**src/rtl/sa_result_drain.sv**
```systemverilog
// sa_result_drain: snapshots a SIZE x SIZE systolic-array result matrix on a
// start pulse and streams it out row-major over a valid/ready interface.
//   clk, rst       rising-edge clock, synchronous active-low reset
//   start          capture res_in and begin a drain
//   res_in         flattened matrix, element (r,c) at [(r*SIZE+c)*2*WL +: 2*WL]
//   m_data/m_row/m_col/m_last/m_valid, m_ready   output stream
//   busy           drain in progress
//   drop_err       sticky: a start arrived while draining and was discarded
//   frame_cnt      completed frames, modulo 256
module sa_result_drain #(
  parameter int SIZE = 3,
  parameter int WL   = 8,
  localparam int IW  = $clog2(SIZE),
  localparam int DW  = 2*WL
) (
  input  logic                    clk,
  input  logic                    rst,
  input  logic                    start,
  input  logic [SIZE*SIZE*DW-1:0] res_in,
  output logic [DW-1:0]           m_data,
  output logic                    m_valid,
  input  logic                    m_ready,
  output logic [IW-1:0]           m_row,
  output logic [IW-1:0]           m_col,
  output logic                    m_last,
  output logic                    busy,
  output logic                    drop_err,
  output logic [7:0]              frame_cnt
);

  localparam logic [IW-1:0] LAST_IDX = IW'(SIZE-1);

  typedef enum logic {IDLE = 1'b0, STREAM = 1'b1} state_t;
  state_t state_q, state_d;

  // Packed view matches the flattened layout of res_in exactly, so [r][c]
  // selects element (r,c) with no index arithmetic.
  logic [SIZE-1:0][SIZE-1:0][DW-1:0] snap_q, snap_d;
  logic [IW-1:0] row_q, row_d, col_q, col_d;
  logic          drop_q, drop_d;
  logic [7:0]    frame_q, frame_d;

  logic at_last, xfer, fin, accept;

  assign at_last = (row_q == LAST_IDX) && (col_q == LAST_IDX);
  assign xfer    = (state_q == STREAM) && m_ready;
  assign fin     = xfer && at_last;
  // A start is taken from IDLE, or on the very edge the final beat leaves.
  assign accept  = start && ((state_q == IDLE) || fin);

  // State register
  always_ff @(posedge clk) begin
    if (!rst) state_q <= IDLE;
    else      state_q <= state_d;
  end

  // Next state
  always_comb begin
    state_d = state_q;
    case (state_q)
      IDLE:    if (start) state_d = STREAM;
      STREAM:  if (fin && !start) state_d = IDLE;
      default: state_d = IDLE;
    endcase
  end

  // Outputs
  always_comb begin
    m_valid = (state_q == STREAM);
    busy    = (state_q == STREAM);
    m_last  = (state_q == STREAM) && at_last;
    m_data  = (state_q == STREAM) ? snap_q[row_q][col_q] : '0;
  end

  assign m_row     = row_q;
  assign m_col     = col_q;
  assign drop_err  = drop_q;
  assign frame_cnt = frame_q;

  // Datapath next state
  always_comb begin
    snap_d  = snap_q;
    row_d   = row_q;
    col_d   = col_q;
    drop_d  = drop_q;
    frame_d = frame_q;
    if (accept) begin
      snap_d = res_in;
      row_d  = '0;
      col_d  = '0;
    end else if (xfer) begin
      if (col_q == LAST_IDX) begin
        col_d = '0;
        row_d = (row_q == LAST_IDX) ? '0 : row_q + IW'(1);
      end else begin
        col_d = col_q + IW'(1);
      end
    end
    if (fin) frame_d = frame_q + 8'd1;
    if (start && !accept) drop_d = 1'b1;
  end

  always_ff @(posedge clk) begin
    if (!rst) begin
      snap_q  <= '0;
      row_q   <= '0;
      col_q   <= '0;
      drop_q  <= 1'b0;
      frame_q <= '0;
    end else begin
      snap_q  <= snap_d;
      row_q   <= row_d;
      col_q   <= col_d;
      drop_q  <= drop_d;
      frame_q <= frame_d;
    end
  end

endmodule
```
**config.mk**
```make
export PLATFORM = sky130hd
export DESIGN_NAME = sa_result_drain
export DESIGN_NICKNAME = d
export VERILOG_FILES = /design/src/rtl/sa_result_drain.sv
export SDC_FILE = /design/constraint.sdc
export NUM_CORES = 1
export LEC_CHECK = 0
export CAP_MARGIN = 20
export CELL_PAD_IN_SITES_DETAIL_PLACEMENT = 1
export CELL_PAD_IN_SITES_GLOBAL_PLACEMENT = 1
export CORE_MARGIN = 3
export CORE_UTILIZATION = 37
export CTS_CLUSTER_SIZE = 8
export DETAILED_ROUTE_END_ITERATION = 10
export HOLD_SLACK_MARGIN = 0.1
export PLACE_DENSITY_LB_ADDON = 0.1
export SKIP_LAST_GASP = 1
export SYNTH_ARGS = -nofsm -noshare
export SYNTH_HDL_FRONTEND = slang
export SYNTH_SLANG_ARGS = --single-unit
```
**constraint.sdc**
```tcl
create_clock -name clk -period 1.7 [get_ports clk]
set_input_delay 0.255 -clock clk [delete_from_list [all_inputs] [get_ports clk]]
set_output_delay 0.255 -clock clk [all_outputs]
set_load 0.005 [all_outputs]
```
# [Word-level counts from Yosys, hierarchy flattened]
# Cells that the tools add are included.
[word_totals] inputBits=148 regBits=158 word_cells=45 output_inout_bits=32
[op_classes] n_eq_ne=2 addsub=3 n_mux=10 n_reduce_logical=12 n_lt_le_gt_ge=2 n_bitwise=2
[op_table] operator="48-bit binary-select mux with 2-bit select" n=1
[op_table] operator="48-bit 2-to-1 mux" n=1
[op_table] operator="16-bit binary-select mux with 2-bit select" n=1
[op_table] operator="16-bit 2-to-1 mux" n=2
[op_table] operator="8-bit by 1-bit adder with 8-bit output (second input constant)" n=1
[op_table] operator="1-bit logical AND" n=7
[op_table] operator="2-bit by 3-bit less-than comparator with 1-bit output (second input constant)" n=2
[op_table] operator="2-bit by 1-bit adder with 2-bit output (second input constant)" n=2
[op_table] operator="2-bit == test (second input constant)" n=2
[op_table] operator="2-bit 2-to-1 mux" n=2
[op_table] operator="1-bit zero test" n=2
[op_table] operator="1-bit 2-to-1 mux" n=2
[op_table] operator="1-bit inverter" n=2
[op_table] operator="1-bit case mux with 2 select lines" n=1
[op_table] operator="2-bit AND reduction" n=1
[op_table] operator="2-bit OR reduction" n=1
[op_table] operator="1-bit logical OR" n=1

# [Logic depth before layout (Yosys ltp)]
# Gate-level depths: netlist of run 1.
[depth] ltp_word=7 ltp_mapped=7 depth_no_buf=4

# [Worst setup path after synthesis of run 1]
# No wires, ideal clock.
[synth_timing] path_kind="reg2out" from="reg row_q[0] (netlist: m_row[0])" to="out m_data[10]" n_path_buf=2 arrival_ns=1.318 setup_slack_ns=0.127 stages_incl_launch_ff=6 cell_sequence="dfxtp_1 > buf_4 > buf_2 > mux2i_1 > o211ai_1 > a32o_1"
[synth_between] elab_chain_cells=5
[synth_lines] item="start, declared" line="39" text="logic [IW-1:0] row_q, row_d, col_q, col_d;"
[synth_lines] item="start signal, assigned" line="112" text="row_q <= row_d;"
[synth_lines] item="48-bit binary-select mux with 2-bit select" line="72" text="m_data = (state_q == STREAM) ? snap_q[row_q][col_q] : '0;"
[synth_lines] item="48-bit 2-to-1 mux (implied by the code)" line="72"
[synth_lines] item="16-bit binary-select mux with 2-bit select" line="72"
[synth_lines] item="16-bit 2-to-1 mux (implied by the code)" line="72"
[synth_lines] item="16-bit 2-to-1 mux" line="72"
[synth_lines] item="end, declared" line="20" text="output logic [DW-1:0] m_data,"
# Every way passes these cells. The select of a mux whose other input is x is not followed.

# [Worst setup path in the final report of run 1]
[layout_timing] from="reg row_q[0] (netlist: m_row[0])" to="out m_data[3]"
# The elaborated chain is that of the path after synthesis.

==> metrics.yaml, run 1 <==
critical_path:
  cp.arrival_ns: 2.06
  timing.critical_path.from_type: "flop"
  r2r_cells: 12
  cp_max_fo: 8
  cp-end-kind: "output pin"
  critical_path_required_ns: 1.44
  criticalPathCategory: "reg2out"
floorplan:
  initial_utilization_pct: 37.9
  io_pins: 180
  dieArea_um2: 22600
  rows: 52
  core-area_um2: 20400
  die_h_um: 150
  die_w_um: 150
yosys:
  ys_seq_elements: 158
  syn-num-nets: 1036
  yosysWarningCount: 0
  syn_avg_cell_area_um2: 8.71
  ys_seq_area_share_pct: 41.0
  synth.distinct_cells: 40
  synthCells: 887
  netlist_area_um2: 7720
cells_and_area:
  fin_util_pct: 60.3
  area_growth_pct: 58.9
  nNetsFinal: 1286
  final_cells: 1419
  fillers: 2232
  final_cell_area_um2: 12300
  multi_input_area_um2: 4590
  layout-drive-gt1-share_pct: 24.2
  n_antenna_cell: 0
  seqCellArea_um2: 3180
timing:
  final_hold_viol_count: 0
  whs_ns: 0.265
  period_share_pct: 136
  timing.fmax_mhz: 432
  slew_headroom_pct: 74.6
  setup_violations: 170
  worst_slack_ns: -0.614
  rsz0062_at_grt: "yes"
  tightest_slew_ns: 0.378
  drv_slew: 0
  period_needed_ns: 2.31
  fin_skew_ns: 0.0129
  tns_ns: -70.44
min_path:
  hp-class: "in2reg"
  worstHoldPathCells: 2
routing:
  drt_wl_total_um: 30800
  drtAntennaViolNets: 0
  drcViolationCount: 0
  detail_route.wl_per_cell_um: 21.7
  drt-pass1-iter-count: 4
  dr_total_vias: 7407
  drt_iter0_markers: 349
  viasPerCell: 5.22
status:
  outcome: "complete, but fails checks"
  failed_checks: "setup timing"
global_routing:
  grt_pass1_vias: 7777
  grt_overflow: 0
  antenna_found_initial: 0
  track_usage_pct: 26.7
  grt_max_degree: 63
  grt_first_pass_wirelength_um: 45300
clock_network:
  path_clk_slew_ns: 0.07
  cts-htree-levels: 4
  clk_latency_ns: 0.45
  cts.path.max_buffers: 2
  cts_sinks: 158
  cts_buffers: 17
  cts_root_buffer: "clkbuf_16"
  cts_hold_buf: 0
  cts_tree: "built"
job:
  maxCapViolCount: 0
pwr:
  power_leakage_uw: 0.00491
  vdd_drop_max_v: 0.000617
  p_per_area_nw_per_um2: 789
placed_design:
  dp.final_hpwl_um: 18500
  placed_area_um2: 10000
  io_buffers: 179
  dp_cells: 1318
  place_congestion: 0.838
-- placed cells by master, fill, tap and decap left out, types with 5 or more instances in the layout --
master / n
nand2_1: 319
clkdlybuf4s50_1: 157
mux2i_1: 153
dfxtp_1: 150
buf_12: 39
buf_6: 37
buf_4: 35
mux2i_4: 23
mux2i_2: 18
clkbuf_16: 17
o21ai_1: 16
o211ai_1: 15
a32o_2: 15
buf_2: 14
o21ai_2: 11
buf_16: 11
a21oi_2: 9
o21ai_0: 9
a21oi_1: 9
buf_8: 9
and2_1: 5
dfxtp_2: 5
-- synthesized netlist by cell type --
cell type	count	area share [%]
and3_1	1	0.081
nor3b_1	1	0.097
o21a_1	1	0.097
xor2_1	2	0.23
nand2_1	325	16
clkbuf_1	45	2.2
buf_4	4	0.39
mux2i_1	194	25
a21oi_1	19	1.2
nand4_2	1	0.16
a31oi_1	1	0.081
o22ai_1	1	0.081
o221ai_1	1	0.11
o21ai_0	36	2.3
nor2_1	5	0.24
ha_1	1	0.16
and2_1	5	0.41
buf_6	2	0.29
and4b_1	1	0.13
o211ai_1	15	1.5
nor3b_2	2	0.32
nand4b_1	1	0.11
a21boi_0	1	0.097
nor3_1	3	0.19
a32o_1	16	2.1
buf_2	9	0.58
nor2_4	1	0.15
nor2b_4	1	0.18
inv_1	3	0.15
a31oi_4	1	0.28
dfxtp_1	158	41
nand2b_1	2	0.16
nor2b_1	1	0.081
nand4_1	2	0.16
buf_8	15	2.9
xnor2_1	1	0.11
or3_1	3	0.24
nand3_1	2	0.13
a21boi_1	3	0.29
and2b_1	1	0.097
-- stage by stage --
step,power (µW),setup WS [ns]
after detailed placement,5480,-0.510
final,9680,-0.614
after global routing,10000,-0.689
after global placement,5470,-0.503
after floorplan,4780,0.127
after CTS,9630,-0.543
-- metal layers --
layer	GRT usage (%)	share of wire, %
met3	4.55	4.2
met4	12.7	4.1
met1	32.2	42
met2	46.1	50
met5	0	0
-- cell type report --
cell class / instances / area share, %
clock buffer: 18 / 3.58
clock inverter: 13 / 1.07
inverter: 3 / 0.0918
multi-input combinational: 651 / 37.4
sequential: 158 / 25.9
tap: 270 / 2.75
timing repair buffer: 306 / 29.2
-- critical path, stage by stage (launching register included) --
cell,delay [ns]
dfxtp_4,0.39
buf_6,0.13
nor2b_4,0.06
buf_12,0.14
buf_12,0.14
buf_6,0.13
a21oi_2,0.14
o21ai_2,0.09
a32o_2,0.30
buf_6,0.12
-- where the power goes --
part,total (µW),leakage [µW],internal (µW),switching (µW)
Combinational,1710,0.00334,987,720
Clock,3840,0.000269,2080,1760
Sequential,4130,0.00130,3920,208
Total,9680,0.00491,6990,2690
-- repair_timing --
action	CTS	global route
endpoints found under the setup margin	171	180
cloned	18	0
gates resized for setup	244	82
setup buffers	54	19
pin swaps	43	27
-- registers in the layout, indices dropped and copies added, names as in the netlist --
signal / flops
snap_q: 144
frame_cnt: 8
m_col: 2
m_row: 2
busy: 1
drop_err: 1
-- worst paths after layout --
check,from,to,slack [ns]
min reg2reg,snap_q[116],snap_q[116],0.47
max,m_row[0],m_data[3],-0.61
min,rst,busy,0.26
max reg2reg,m_row[0],snap_q[44],-0.56
-- logic make-up (layout without fill, tap and decap cells) --
group                    after synthesis  after routing  share of synthesized area [%]
AND/OR/NAND/NOR                      358            358                           18.7
flip-flops                           158            158                           41.0
multiplexers                         194            194                           25.1
AO/OA/AOI/OAI                         95             95                           8.13
XOR/XNOR                               3              3                          0.340
adder cells (fa/ha/maj)                1              1                          0.162
buffers and inverters                 78            340                           6.51
(Power assumes the default switching activity.)
==> run 2: changes to the inputs <==
- CORE_UTILIZATION: 37 -> 40
- DONT_BUFFER_PORTS: unset -> 1
- TNS_END_PERCENT: unset -> 5
==> run 2 against run 1 <==
Compared with the run above:
- area after synthesis unchanged
- synthesized cell count unchanged
- the run now fails in 4_1_cts
==> metrics.yaml, run 2 <==
status:
  outcome: "stopped before the end"
  lastStage: "4_1_cts"
  firstError: "[ERROR RSZ-0060] Max buffer count reached."
floorplan:
  rows: 50
  initial_utilization_pct: 41.0
  die_h_um: 145
  io_pins: 180
  die_w_um: 145
yosys:
  synth_largest_area_cell: "dfxtp_1"
  synth_edf_count: 0
  synth.area.top_cells: "dfxtp_1 41%, mux2i_1 25%, nand2_1 16%"
  ys.flop_type: "dfxtp_1"
  netlist_area_um2: 7720
  netlist.area_leader.share_pct: 41.0
  synthTopCellsByCount: "325 x nand2_1, 194 x mux2i_1, 158 x dfxtp_1"
  synthArstFlopShare_pct: 0
  ys_seq_elements: 158
  syn-num-nets: 1036
  yosysMostFrequentCell: "nand2_1"
  yosysWarningCount: 0
  synth.distinct_cells: 40
  ys_seq_area_share_pct: 41.0
  synthCells: 887
  syn_avg_cell_area_um2: 8.71
placed_design:
  io_buffers: 0
  place_congestion: 0.786
  dp_cells: 1104
  dp.final_hpwl_um: 16300
clock_network:
  cts_hold_buf: 228
  cts_buffers: 17
  post-cts-setup-buffer-count: 2
  cts.path.max_buffers: 2
  cts_sinks: 158
  cts_root_buffer: "clkbuf_16"
  cts-htree-levels: 4
  ctsResizeCount: 32
[run 2: logic make-up after synthesis]
family,Yosys count,synth area share (%)
DFF,158,41.0
AOI/OAI and AO/OA,95,8.13
buffers and inverters,78,6.51
muxes,194,25.1
adders and majority gates,1,0.162
and+or+nand+nor,358,18.7
xor gates and xnor gates,3,0.340
[run 2: through the flow]
| step | cell area (µm²) | setup slack [ns] | hold WS [ns] |
|---|---|---|---|
| after detailed placement | 7970 | -0.0223 | 0.384 |
| after global placement | 7970 | -0.0402 | 0.384 |
| after floorplan | 7720 | 0.127 | 0.379 |
==> run 3: changes to the inputs <==
- CELL_PAD_IN_SITES_DETAIL_PLACEMENT: 1 -> unset
- CELL_PAD_IN_SITES_GLOBAL_PLACEMENT: 1 -> unset
- CORE_UTILIZATION: 40 -> 25
- CTS_CLUSTER_SIZE: 8 -> unset
- HOLD_SLACK_MARGIN: 0.1 -> unset
- PLACE_DENSITY_LB_ADDON: 0.1 -> 0.15
==> run 3 against run 2 <==
Compared with the run above:
- the flow now finishes, with violations (setup timing)
==> metrics.yaml, run 3 (synthesized netlist as in run 1, its figures left out) <==
cells_and_area:
  fin_util_pct: 34.1
  largest_reg_flops: 144
  n_antenna_cell: 0
  top_register: "snap_q"
  layout_commonest_cell: "nand2_1"
  nNetsFinal: 1150
  layout-drive-gt1-share_pct: 11.2
  area_growth_pct: 32.5
  final_cell_area_um2: 10200
  final_cell_mix: "325 x nand2_1, 188 x mux2i_1, 155 x dfxtp_1, 116 x dlygate4sd3_1, 33 x buf_4"
pwr:
  power_frac_clock_pct: 45.1
  power_switching_uw: 2350
  p_sw_share_pct: 25.2
  vdd_drop_max_v: 0.000636
  p_per_area_nw_per_um2: 913
  power_leakage_uw: 0.00393
  combPwrFrac_pct: 11.6
  seq_power_share_pct: 43.4
  p_int_uw: 6990
routing:
  met3_length_um: 1150
  dr_total_vias: 6290
  drcViolationCount: 0
  detail_route.wl_per_cell_um: 18.2
  wl_met2_um: 11800
  drt-pass1-iter-count: 4
  drtAntennaViolNets: 0
  wl_met1_um: 12400
  drt_iter0_markers: 309
  viasPerCell: 4.48
  drt_wl_total_um: 25600
  routed.top_layer: "met4"
clock_network:
  cts_buffers: 17
  path_clk_slew_ns: 0.07
  clk_latency_ns: 0.43
  cts_root_buffer: "clkbuf_16"
  cts_sinks: 158
  cts_tree: "built"
  cts.path.max_buffers: 2
  cts-htree-levels: 4
floorplan:
  io_pins: 180
  die_w_um: 182
  die_h_um: 182
  initial_utilization_pct: 25.7
  dieArea_um2: 33000
  core-area_um2: 30000
  rows: 63
global_routing:
  grt_max_degree: 260
  antenna_found_initial: 0
  grt_first_pass_wirelength_um: 38200
  grt_pass1_vias: 6158
  track_usage_pct: 15.1
  grt_overflow: 0
timing:
  tns_ns: -5.86
  whs_ns: 0.0157
  fin_skew_ns: 0.0149
  period_needed_ns: 2.13
  drv_slew: 0
  final_hold_viol_count: 0
  slew_headroom_pct: 52.6
  timing.fmax_mhz: 470
  tightest_slew_ns: 0.711
  rsz0062_at_grt: "yes"
  setup_violations: 17
  worst_slack_ns: -0.429
  period_share_pct: 125
critical_path:
  cp_slowest_cell: "dfxtp_4"
  cp_num_buf_inv: 2
  critical_path_required_ns: 1.44
  path_cells: "buf_12 > buf_4 > mux2i_1 > o211ai_1 > a32o_2"
  timing.critical_path.from_type: "flop"
  cp_max_fo: 16
  critical-path-top-delay-family: "compound AO/OA/AOI/OAI gates"
  cp.arrival_ns: 1.87
  cp_num_cells: 5
  max_stage_delay_ns: 0.41
  criticalPathCategory: "reg2out"
  cp-end-kind: "output pin"
  r2r_cells: 7
status:
  failed_checks: "setup timing"
  outcome: "complete, but fails checks"
placed_design:
  io_buffers: 0
  post-place-ws_ns: -0.162
  placed_area_um2: 8250
  dp.final_hpwl_um: 17500
  place_congestion: 0.704
min_path:
  worstHoldPathCells: 2
  hp-class: "in2reg"
job:
  maxCapViolCount: 0
run 3: cell type report:
class	count	area (µm²)
fill	3099	19800
tap	390	488
inverter	3	11.3
timing repair buffer	170	1810
sequential	158	3170
clock inverter	15	209
clock buffer	17	425
multi-input combinational	651	4110
run 3: worst paths after layout:
check / start / end / slack [ns]
max: m_row[0] / m_data[9] / -0.43
min: res_in[131] / snap_q[131] / 0.02
max reg2reg: m_row[0] / snap_q[122] / 0
min reg2reg: snap_q[26] / snap_q[26] / 0.45
run 3: power groups by stage:
stage | clock network (µW) | logic, µW | registers [µW]
2_1_floorplan | 0 | 697 | 4090
6_report | 4210 | 1080 | 4050
5_1_grt | 4490 | 1190 | 4070
3_5_place_dp | 0 | 849 | 4130
3_3_place_gp | 0 | 843 | 4130
4_1_cts | 4340 | 1100 | 4050
run 3: timing repair:
action	4_1_cts	5_1_grt
cloned	0	0
gates resized for setup	20	10
setup buffers	3	7
setup endpoints to repair	19	142
endpoints found under the hold margin	133	0
hold buffers	117	0
pin swaps	4	3
run 3: stage by stage:
stage,std cells,power [µW]
2_1_floorplan,887,4780
3_3_place_gp,1245,4970
3_5_place_dp,1245,4980
4_1_cts,1397,9490
5_1_grt,1404,9750
6_report,1404,9340
run 3: layer usage:
| layer | vias to the layer above | global-route usage, % |
|---|---|---|
| li1 | 3216 | - |
| met1 | 2942 | 21.2 |
| met2 | 120 | 24.0 |
| met3 | 12 | 3.57 |
| met4 | 0 | 2.99 |
| met5 | - | 0 |
